File: src/rtl/if_fetch_queue.sv
// Instruction-fetch front end: owns the fetch PC and buffers fetched words with
// their PCs in a DEPTH-entry queue. A redirect flushes the queue and refetches in one cycle.
module if_fetch_queue #(
  parameter int               XLEN     = 32,
  parameter int               DEPTH    = 4,
  parameter logic [XLEN-1:0]  RESET_PC = '0
) (
  input  logic                       clk_i,
  input  logic                       rst_i,
  input  logic                       start_i,
  output logic [XLEN-1:0]            imem_addr_o,
  input  logic [31:0]                imem_data_i,
  input  logic                       redirect_i,
  input  logic [XLEN-1:0]            redirect_pc_i,
  input  logic                       stall_i,
  output logic                       inst_valid_o,
  output logic [31:0]                inst_o,
  output logic [XLEN-1:0]            pc_o,
  output logic [XLEN-1:0]            pc_plus4_o,
  output logic [$clog2(DEPTH+1)-1:0] count_o
);

  localparam int PTR_W = $clog2(DEPTH);
  localparam int CNT_W = $clog2(DEPTH + 1);
  localparam logic [CNT_W-1:0] FULL_CNT = CNT_W'(DEPTH);
  localparam logic [XLEN-1:0]  PC_ALIGN = {{(XLEN-2){1'b1}}, 2'b00};

  typedef struct packed {
    logic [XLEN-1:0] pc;
    logic [31:0]     inst;
  } entry_t;

  entry_t            storage_q [DEPTH];
  entry_t            storage_d [DEPTH];
  logic [XLEN-1:0]   fetch_pc_q, fetch_pc_d;
  logic [PTR_W-1:0]  rd_ptr_q, rd_ptr_d;
  logic [PTR_W-1:0]  wr_ptr_q, wr_ptr_d;
  logic [CNT_W-1:0]  count_q, count_d;
  logic              empty, deq, enq;
  entry_t            head;

  always_comb begin
    empty      = (count_q == '0);
    deq        = ~empty & ~stall_i & ~redirect_i;
    // A full queue still accepts a word when the head leaves in the same cycle.
    enq        = start_i & ~redirect_i & ((count_q != FULL_CNT) | deq);
    storage_d  = storage_q;
    fetch_pc_d = fetch_pc_q;
    rd_ptr_d   = rd_ptr_q;
    wr_ptr_d   = wr_ptr_q;
    count_d    = count_q;
    if (redirect_i) begin
      count_d    = '0;
      rd_ptr_d   = wr_ptr_q;
      fetch_pc_d = redirect_pc_i & PC_ALIGN;
    end else begin
      if (enq) begin
        storage_d[wr_ptr_q] = '{pc: fetch_pc_q, inst: imem_data_i};
        wr_ptr_d            = wr_ptr_q + PTR_W'(1);
        fetch_pc_d          = fetch_pc_q + XLEN'(4);
      end
      if (deq) begin
        rd_ptr_d = rd_ptr_q + PTR_W'(1);
      end
      count_d = count_q + CNT_W'(enq) - CNT_W'(deq);
    end
  end

  always_ff @(posedge clk_i) begin
    if (!rst_i) begin
      fetch_pc_q <= RESET_PC & PC_ALIGN;
      rd_ptr_q   <= '0;
      wr_ptr_q   <= '0;
      count_q    <= '0;
    end else begin
      fetch_pc_q <= fetch_pc_d;
      rd_ptr_q   <= rd_ptr_d;
      wr_ptr_q   <= wr_ptr_d;
      count_q    <= count_d;
    end
  end

  // Storage is never reset; entries are only visible through count_q.
  always_ff @(posedge clk_i) begin
    storage_q <= storage_d;
  end

  always_comb begin
    head         = storage_q[rd_ptr_q];
    imem_addr_o  = fetch_pc_q;
    count_o      = count_q;
    inst_valid_o = ~empty;
    inst_o       = empty ? 32'd0 : head.inst;
    pc_o         = empty ? '0 : head.pc;
    pc_plus4_o   = empty ? '0 : head.pc + XLEN'(4);
  end

endmodule

File: config.mk
export PLATFORM = sky130hd
export DESIGN_NAME = if_fetch_queue
export DESIGN_NICKNAME = d
export VERILOG_FILES = /design/src/rtl/if_fetch_queue.sv
export SDC_FILE = /design/constraint.sdc
export NUM_CORES = 1
export LEC_CHECK = 0
export ABC_AREA = 1
export ABC_CLOCK_PERIOD_IN_PS = 4070
export CORE_MARGIN = 5
export CORE_UTILIZATION = 50
export CTS_CLUSTER_DIAMETER = 100
export DETAILED_ROUTE_END_ITERATION = 12
export GPL_TIMING_DRIVEN = 1
export PLACE_DENSITY = 0.78
export REMOVE_ABC_BUFFERS = 1
export SLEW_MARGIN = 20
export SYNTH_ARGS = -nofsm -noshare
export SYNTH_HDL_FRONTEND = slang
export SYNTH_SLANG_ARGS = --single-unit
File: constraint.sdc
create_clock -name clk_i -period 4.07 [get_ports clk_i]
set_clock_uncertainty 0.05 [all_clocks]
set_input_delay 0.6105 -clock clk_i [delete_from_list [all_inputs] [get_ports clk_i]]
set_output_delay 0.6105 -clock clk_i [all_outputs]
set_load 0.01 [all_outputs]
==> out/results.ini <==
[critical_path]
cp-start-kind=register
reg2reg_depth=13
crit_fanout=28
arrival_ps=3250
crit_type=register to primary output
cp-end-kind=primary output
crit_required_ps=3410

[synth]
netlist.top_cell.by_area=edfxtp_1
ys_seq_elements=285
syn_inst=1524
syn_area_um2=13700
synth_top_area_frac=0.544
yosysSeqAreaShare=0.598
yosysWarningCount=0
synth_cell_types=37
syn-mean-instance-area_um2=8.98
synth_area_leaders=edfxtp_1, nand2_1, nor2_1, dfxtp_1, nand3_1

[placement]
post-place-cells=2008
dpl_worst_slack_ps=430
hpwlAfterDp_um=23500
portBuffers=192
globalplace.congestion=0.915

[route]
drt-pass1-iter-count=5
wl_per_cell_um=17.9
drc=0
vias=11113
ant_nets=0
viasPerCell=5.37
wl_um=37100
drt_first_iter_violations=961

[timing]
rsz0062_at_grt=true
hold_slack_ps=483
finalHoldViolations=0
setup_viol=0
fin_crit_sh=0.961
slew_viol_final=0
slew_headroom=0.410
tightest_slew_ps=884
setup_ws_ps=159
fin_crit_ps=3910
fmaxAchievable_mhz=256

[cells_and_area]
syn_to_final_growth_pct=25.1
n_antenna_cell=0
layout_common_cells=nand2_1, nor2_1, edfxtp_1, clkdlybuf4s50_1, nand3_1
layout-drive-gt1-share=0.0688
final_nets=1786
multiInputGateArea_um2=4850
fillers=2140
final_cells=2071
final_common_cell=nand2_1
ff_latch_area_um2=8200

[die]
start_util=0.508
die_x_um=175
die_area_um2=30800
coreArea_um2=27000
row_count=60
ios=201
fp.dieH_um=175

[clock_network]
cts_sinks=285
numCtsBuffers=29
clk_pin_slew_ps=60
clock_latency_ps=540
cts_buffer_depth=3
cts_max_level=1
tritoncts=built
ctsHoldBuffers=0
root_buffer=clkbuf_16

[global_routing]
antenna_found_initial=0
overflow=0
grt_pass1_wl_um=56800
grt_max_degree=71
grt_use_total=0.230
grt_pass1_vias=11085

[pwr]
p_leak_nw=6.51
vdd_drop_max_v=0.000325
pwr_density_cell_nw_per_um2=407
power_w=0.00696

[min_path]
min_path_type=register to register
min_path_cells=2

[run_status]
status=completed

[flow_run]
drv_cap=0

-- worst max-delay path: stages, from the launching register on --
cell	delay (ps)
dfxtp_4	480
buf_4	180
buf_16	170
nand2_1	70
nand3_1	80
nand2_1	190
inv_1	190
nand2_1	80
nor2_2	140
nand2_1	90
nor2_1	200
a21oi_1	100
nor2_1	120
clkdlybuf4s50_1	620
-- cells in the mapped netlist, drive strengths merged --
library cell  number
o211ai             5
clkinv             2
nand2            467
a21o               1
or2                2
nand3             94
and3               1
nand4              4
fa                 1
conb               1
nor3              12
ha                 8
clkbuf            28
nor3b              1
o21bai             1
a31oi             17
inv               84
o31ai              1
xor2              16
a22o               1
and2               1
o21ai             90
dfxtp             37
xnor2              6
a21oi             64
buf               45
a32oi              1
edfxtp           248
nor2             285
-- cell type report --
cell class	count	area share
Clock buffer	36	0.0469
Clock inverter	17	0.0117
Inverter	86	0.0207
Multi-Input combinational cell	1085	0.283
Sequential cell	285	0.479
Tap cell	341	0.0249
Timing Repair Buffer	221	0.134
-- per-layer routing --
layer,vias to the layer above,track usage,part of all wire
met2,455,0.406,0.49
met4,0,0.0760,0.029
met5,-,0,0
met3,84,0.0351,0.078
li1,5419,-,-
met1,5155,0.293,0.40
-- final timing paths --
kind                                   from              to  slack (ps)
worst min-delay path             count_o[1]      count_o[2]         480
worst max-delay path            rd_ptr_q[0]  pc_plus4_o[31]         160
worst max register to register   count_o[1]      count_o[2]        1400
worst min register to register   count_o[1]      count_o[2]         480
-- report_power, final --
| part | total, W | leakage [nW] | internal (W) | switching, W |
|---|---|---|---|---|
| Combinational | 0.000876 | 3.43 | 0.000344 | 0.000532 |
| Sequential | 0.00334 | 2.59 | 0.00326 | 0.0000762 |
| Clock | 0.00275 | 0.494 | 0.00165 | 0.00110 |
| Total | 0.00696 | 6.51 | 0.00526 | 0.00171 |
-- sequential cells by signal, summed over array words and instances, names as in the netlist --
register	cells
storage_q	248
wr_ptr_q	2
rd_ptr_q	2
imem_addr_o	30
count_o	3
-- cell families (layout without fill, tap and decap cells) --
kind of cell,after synthesis,in the layout,synth area share
other cells,1,6,0.000274
xor+xnor,22,22,0.0141
flops,285,285,0.598
simple gates,867,867,0.256
buf+inv,159,360,0.0529
fa+ha+maj,9,9,0.00878
compound gates,181,181,0.0698
-- through the flow --
step / utilization / instance area [µm²] / TNS, ps
detailed placement: 0.591 / 15900 / 0
floorplan: - / 13300 / -265270
CTS: 0.629 / 16900 / 0
global route: 0.635 / 17100 / -104
finish: 0.635 / 17100 / 0
global placement: 0.591 / 15900 / 0
-- timing repair --
item / in CTS / in global routing
setup endpoints to repair: 15 / 20
pin swaps: 0 / 3
setup buffers: 0 / 9
cloned: 0 / 1
resized for setup: 5 / 17
Note: power is estimated with default switching activity, not from simulation.
